===== config.mk =====
export PLATFORM = sky130hd
export DESIGN_NAME = nn_argmax
export DESIGN_NICKNAME = d
export VERILOG_FILES = /design/src/rtl/nn_accel_pkg.sv /design/src/rtl/nn_argmax.sv
export SDC_FILE = /design/constraint.sdc
export NUM_CORES = 1
export LEC_CHECK = 0
export ABC_AREA = 1
export CORE_MARGIN = 2
export CORE_UTILIZATION = 50
export DETAILED_ROUTE_END_ITERATION = 12
export PLACE_DENSITY_LB_ADDON = 0.05
export SLEW_MARGIN = 30
export SYNTH_ARGS = -nofsm -noshare
export SYNTH_HDL_FRONTEND = slang
export SYNTH_SLANG_ARGS = --single-unit
export TNS_END_PERCENT = 10

===== constraint.sdc =====
create_clock -name S_AXI_ACLK -period 3.61 [get_ports S_AXI_ACLK]
set_clock_uncertainty 0.1 [all_clocks]
set_input_delay 0.9025 -clock S_AXI_ACLK [delete_from_list [all_inputs] [get_ports S_AXI_ACLK]]
set_output_delay 0.9025 -clock S_AXI_ACLK [all_outputs]
set_load 0.03 [all_outputs]

===== src/rtl/nn_accel_pkg.sv =====
// Shared definitions for the neural-network accelerator datapath blocks:
// default layer geometry and the argmax stage FSM encoding.
package nn_accel_pkg;

   localparam int NN_OUTPUT_SIZE = 10;
   localparam int NN_DATA_WIDTH  = 16;
   localparam int NN_IDX_WIDTH   = 4;

   typedef enum logic [1:0] {
      ST_IDLE  = 2'd0,
      ST_ACCUM = 2'd1,
      ST_DONE  = 2'd2
   } argmax_state_t;

endpackage


===== src/rtl/nn_argmax.sv =====
// Output-layer argmax. Consumes OUTPUT_SIZE signed scores per inference and
// holds the index and value of the largest one until the next start/clear.
// Ties resolve to the lowest index because only a strictly greater score
// replaces the running maximum.
//
// Score stream handshake: a beat transfers on a rising edge where both
// score_valid and score_ready are high. score_ready is a register driven
// only by FSM state (never by score_valid), so upstream may hold
// score_valid/score_data/score_last stable until the transfer happens.
module nn_argmax
   import nn_accel_pkg::*;
#(
   parameter int OUTPUT_SIZE = NN_OUTPUT_SIZE,
   parameter int DATA_WIDTH  = NN_DATA_WIDTH,
   parameter int IDX_WIDTH   = NN_IDX_WIDTH
) (
   input  logic                         S_AXI_ACLK,
   input  logic                         S_AXI_ARESETN,
   input  logic                         clear,
   input  logic                         start,
   input  logic                         score_valid,
   output logic                         score_ready,
   input  logic signed [DATA_WIDTH-1:0] score_data,
   input  logic                         score_last,
   output logic                         busy,
   output logic                         done,
   output logic        [IDX_WIDTH-1:0]  predicted_digit,
   output logic signed [DATA_WIDTH-1:0] max_score,
   output logic                         error,
   output argmax_state_t                state_dbg
);

   localparam logic [IDX_WIDTH-1:0] LAST_IDX = IDX_WIDTH'(OUTPUT_SIZE - 1);

   argmax_state_t                state;
   logic        [IDX_WIDTH-1:0]  count;
   logic        [IDX_WIDTH-1:0]  index_q;
   logic signed [DATA_WIDTH-1:0] max_q;
   logic                         error_q;
   logic                         ready_q;

   logic handshake;
   logic at_last_idx;
   logic is_better;

   // Handshake decode and running-maximum compare
   always_comb begin
      handshake   = score_valid && ready_q;
      at_last_idx = (count == LAST_IDX);
      is_better   = (score_data > max_q);
   end

   // FSM plus score accumulation; clear shares the reset path so it wins
   // over start and any pending handshake
   always_ff @(posedge S_AXI_ACLK) begin
      if (!S_AXI_ARESETN || clear) begin
         state   <= ST_IDLE;
         count   <= '0;
         index_q <= '0;
         max_q   <= '0;
         error_q <= 1'b0;
         ready_q <= 1'b0;
      end else begin
         case (state)
            ST_IDLE, ST_DONE: begin
               if (start) begin
                  state   <= ST_ACCUM;
                  count   <= '0;
                  index_q <= '0;
                  max_q   <= '0;
                  error_q <= 1'b0;
                  ready_q <= 1'b1;
               end
            end
            ST_ACCUM: begin
               if (handshake) begin
                  count <= count + 1'b1;
                  // First beat loads unconditionally; later beats only on a
                  // strictly larger score
                  if ((count == '0) || is_better) begin
                     max_q   <= score_data;
                     index_q <= count;
                  end
                  // Frame ends on the expected final beat or on an early
                  // score_last; any disagreement between the two is a
                  // framing error
                  if (at_last_idx || score_last) begin
                     state   <= ST_DONE;
                     ready_q <= 1'b0;
                     if (at_last_idx != score_last) begin
                        error_q <= 1'b1;
                     end
                  end
               end
            end
            default: begin
               state   <= ST_IDLE;
               ready_q <= 1'b0;
            end
         endcase
      end
   end

   // Status and result outputs
   always_comb begin
      score_ready     = ready_q;
      busy            = (state == ST_ACCUM);
      done            = (state == ST_DONE);
      predicted_digit = index_q;
      max_score       = max_q;
      error           = error_q;
      state_dbg       = state;
   end

endmodule


==> summary.txt <==
Hold-fix buffers, CTS: 0
Initial antenna violation count: 0
Total Routing Usage GR: 0.218
Hold Fails Final Rpt: 0
Hold Worst Slack: 0.398 ns
CP startpoint kind: input pin
Clock Tree Root: clkbuf_4
Seq/Total Area, Yosys: 0.309
Commonest non-fill, non-tap cell in the layout: nand2_1
Setup bufs post-CTS: 0
DRC Markers: 0
DP Area: 2300 sq um
Largest net degree at the start of global routing: 34
Worst IR drop on VDD: 0.292 mV
Diodes inserted: 0
Max-slew violations: 0
Achievable Freq: 338 MHz
Initial Utilization: 0.532
Worst R2R End: predicted_digit[1]$_SDFFE_PP0P_
Fin nets: 360
Area of the multi-input gates: 1040 sq um
Netlist cell types: 23
Syn_nets: 315
Drt initial violations: 70
Chip height: 64.3 microns
Post-route worst setup slack: 0.647 ns
I/O pin count: 48
Relative slew slack: 0.480
Clk pin slew, worst setup/hold paths: 0.16 ns
Fin crit share: 0.821
Pre-CTS setup slack: 0.293 ns
Syn Inst Count: 273
Ranking of synthesized cells by area: dfxtp_1, nand2_1, ha_1
Hold Crit Class: reg -> reg
Fin crit period: 2.96 ns
Pwr Density: 316 nW/um^2
Clock sinks: 28
Average cell area after synthesis: 6.65 sq um
CTS Buf Count: 3
Avg Vias per Cell: 4.88
Pleak: 1.03 nW
Rows: 21
H-tree Lvls: 1
Tot Pwr: 0.744 mW
CP Max Fanout: 33
Wire per inst: 11.5 microns
First-pass DRT Iterations: 4
Yosys warnings: 0
Post-CTS resize count: 0
Most frequent cells in the layout: nand2_1, clkdlybuf4s50_1, inv_1
Routed via count: 1772
CP endpoint kind: flop
Status: complete, no violations
Layout Cell Area excl Fill: 2350 sq um
Routed length on met2: 2.01 mm
Hold Path Stages: 2
Reg2reg setup slack: 1.26 ns
DP Wirelength: 3.04 mm
Hold Crit Start: score_ready$_SDFFE_PP0P_
Gpl congestion: 0.775
Crit path DAT: 3.16 ns
Setup violators final: 0
Setup tns final: 0 ns
Final cell count without fillers: 363
DRT Wirelength: 4.17 mm
RSZ-0062 raised after global routing: no
Die width: 64.3 microns
Worst-Margin Slew: 0.776 ns
WL met3: 151 microns
P&R area growth vs syn: 29.5%
Core Util, Final: 0.689
Synth Register Bits: 28
First-pass GRT wire length: 7.21 mm
Met1 wire length: 1.99 mm
R2R cell count: 15
Max Cap Viol: 0
Fillers: 310
Final ANT Viol Nets: 0
Buffers added on ports: 47
Vias in the first global route: 1679
Die footprint: 4130 sq um
R2r startpoint: max_score[15]$_SDFFE_PP0P_
Worst skew pair latency: 0.34 ns
DP Cell Count: 359
Layout cells sized above 1: 0.0442
Yosys top cell by area: dfxtp_1
Mapped cell area: 1820 sq um
CTS tree: done
Placeable core area: 3420 sq um
Max Used Layer: met4
Crit Path Class: in -> reg
Worst Hold End: score_ready$_SDFFE_PP0P_
Yosys top cell area share: 0.309
Critical Path RT: 3.80 ns
Grt total ovfl: 0
Max Root-Sink Buffers: 2
FF+latch area: 561 sq um
==> cells by family after synthesis <==
kind of cell,synth area share
compound gates,0.118
fa+ha+maj,0.138
buf+inv,0.118
flops,0.309
simple gates,0.317
==> worst max-delay path by stage <==
| stage | start | endpoint | slack [ns] | cells after the start |
|---|---|---|---|---|
| 3_3_place_gp | score_data[15] | max_score[11]$_SDFFE_PP0P_ | 0.37 | 14 |
| 4_1_cts | score_data[15] | predicted_digit[1]$_SDFFE_PP0P_ | 0.66 | 15 |
| 5_1_grt | score_data[15] | max_score[2]$_SDFFE_PP0P_ | 0.34 | 15 |
| 2_1_floorplan | score_data[15] | max_score[0]$_SDFFE_PP0P_ | 1.15 | 12 |
| 6_report | score_data[15] | predicted_digit[1]$_SDFFE_PP0P_ | 0.65 | 15 |
| 3_5_place_dp | score_data[15] | predicted_digit[1]$_SDFFE_PP0P_ | 0.29 | 15 |
==> area by class of cell <==
class	instances	area share
Multi-Input combinational cell	196	0.443
Sequential cell	28	0.238
Tap cell	46	0.0245
Clock inverter	1	0.0128
Timing Repair Buffer	50	0.210
Clock buffer	3	0.00957
Inverter	39	0.0622
==> cell usage after synthesis (all sizes together) <==
| master | instances |
|---|---|
| nor2 | 39 |
| or2 | 1 |
| a22oi | 1 |
| nand3 | 22 |
| ha | 20 |
| buf | 7 |
| a21o | 1 |
| nand4 | 1 |
| a211oi | 2 |
| clkbuf | 3 |
| dfxtp | 28 |
| nand2 | 70 |
| a21oi | 30 |
| inv | 39 |
| nor3 | 4 |
| o311a | 1 |
| o21ai | 4 |
==> state kept, by name, summed over array words and instances, names as in the netlist <==
name	flops
predicted_digit	4
max_score	16
state_dbg	2
count	4
error	1
score_ready	1
==> critical path: stages <==
cell             delay, ns
clkdlybuf4s50_1       0.46
ha_1                  0.36
a21oi_1               0.15
o21ai_0               0.10
a21oi_1               0.19
nand2_1               0.08
nand2_1               0.06
nand3_1               0.06
nand2_1               0.07
nand2_2               0.06
nand2_4               0.27
nand2_2               0.18
nand2_1               0.09
nand2_1               0.04
nor2_1                0.08
==> per-layer routing <==
layer,vias to the layer above,GRT usage
met3,2,0.0475
met5,-,0
met2,33,0.395
met1,783,0.264
li1,954,-
met4,0,0.0479
==> where the power goes <==
| part | internal, mW | switching (mW) |
|---|---|---|
| Combinational | 0.0874 | 0.112 |
| Sequential | 0.322 | 0.00963 |
| Clock | 0.112 | 0.101 |
| Total | 0.521 | 0.223 |
(Power assumes the default switching activity.)
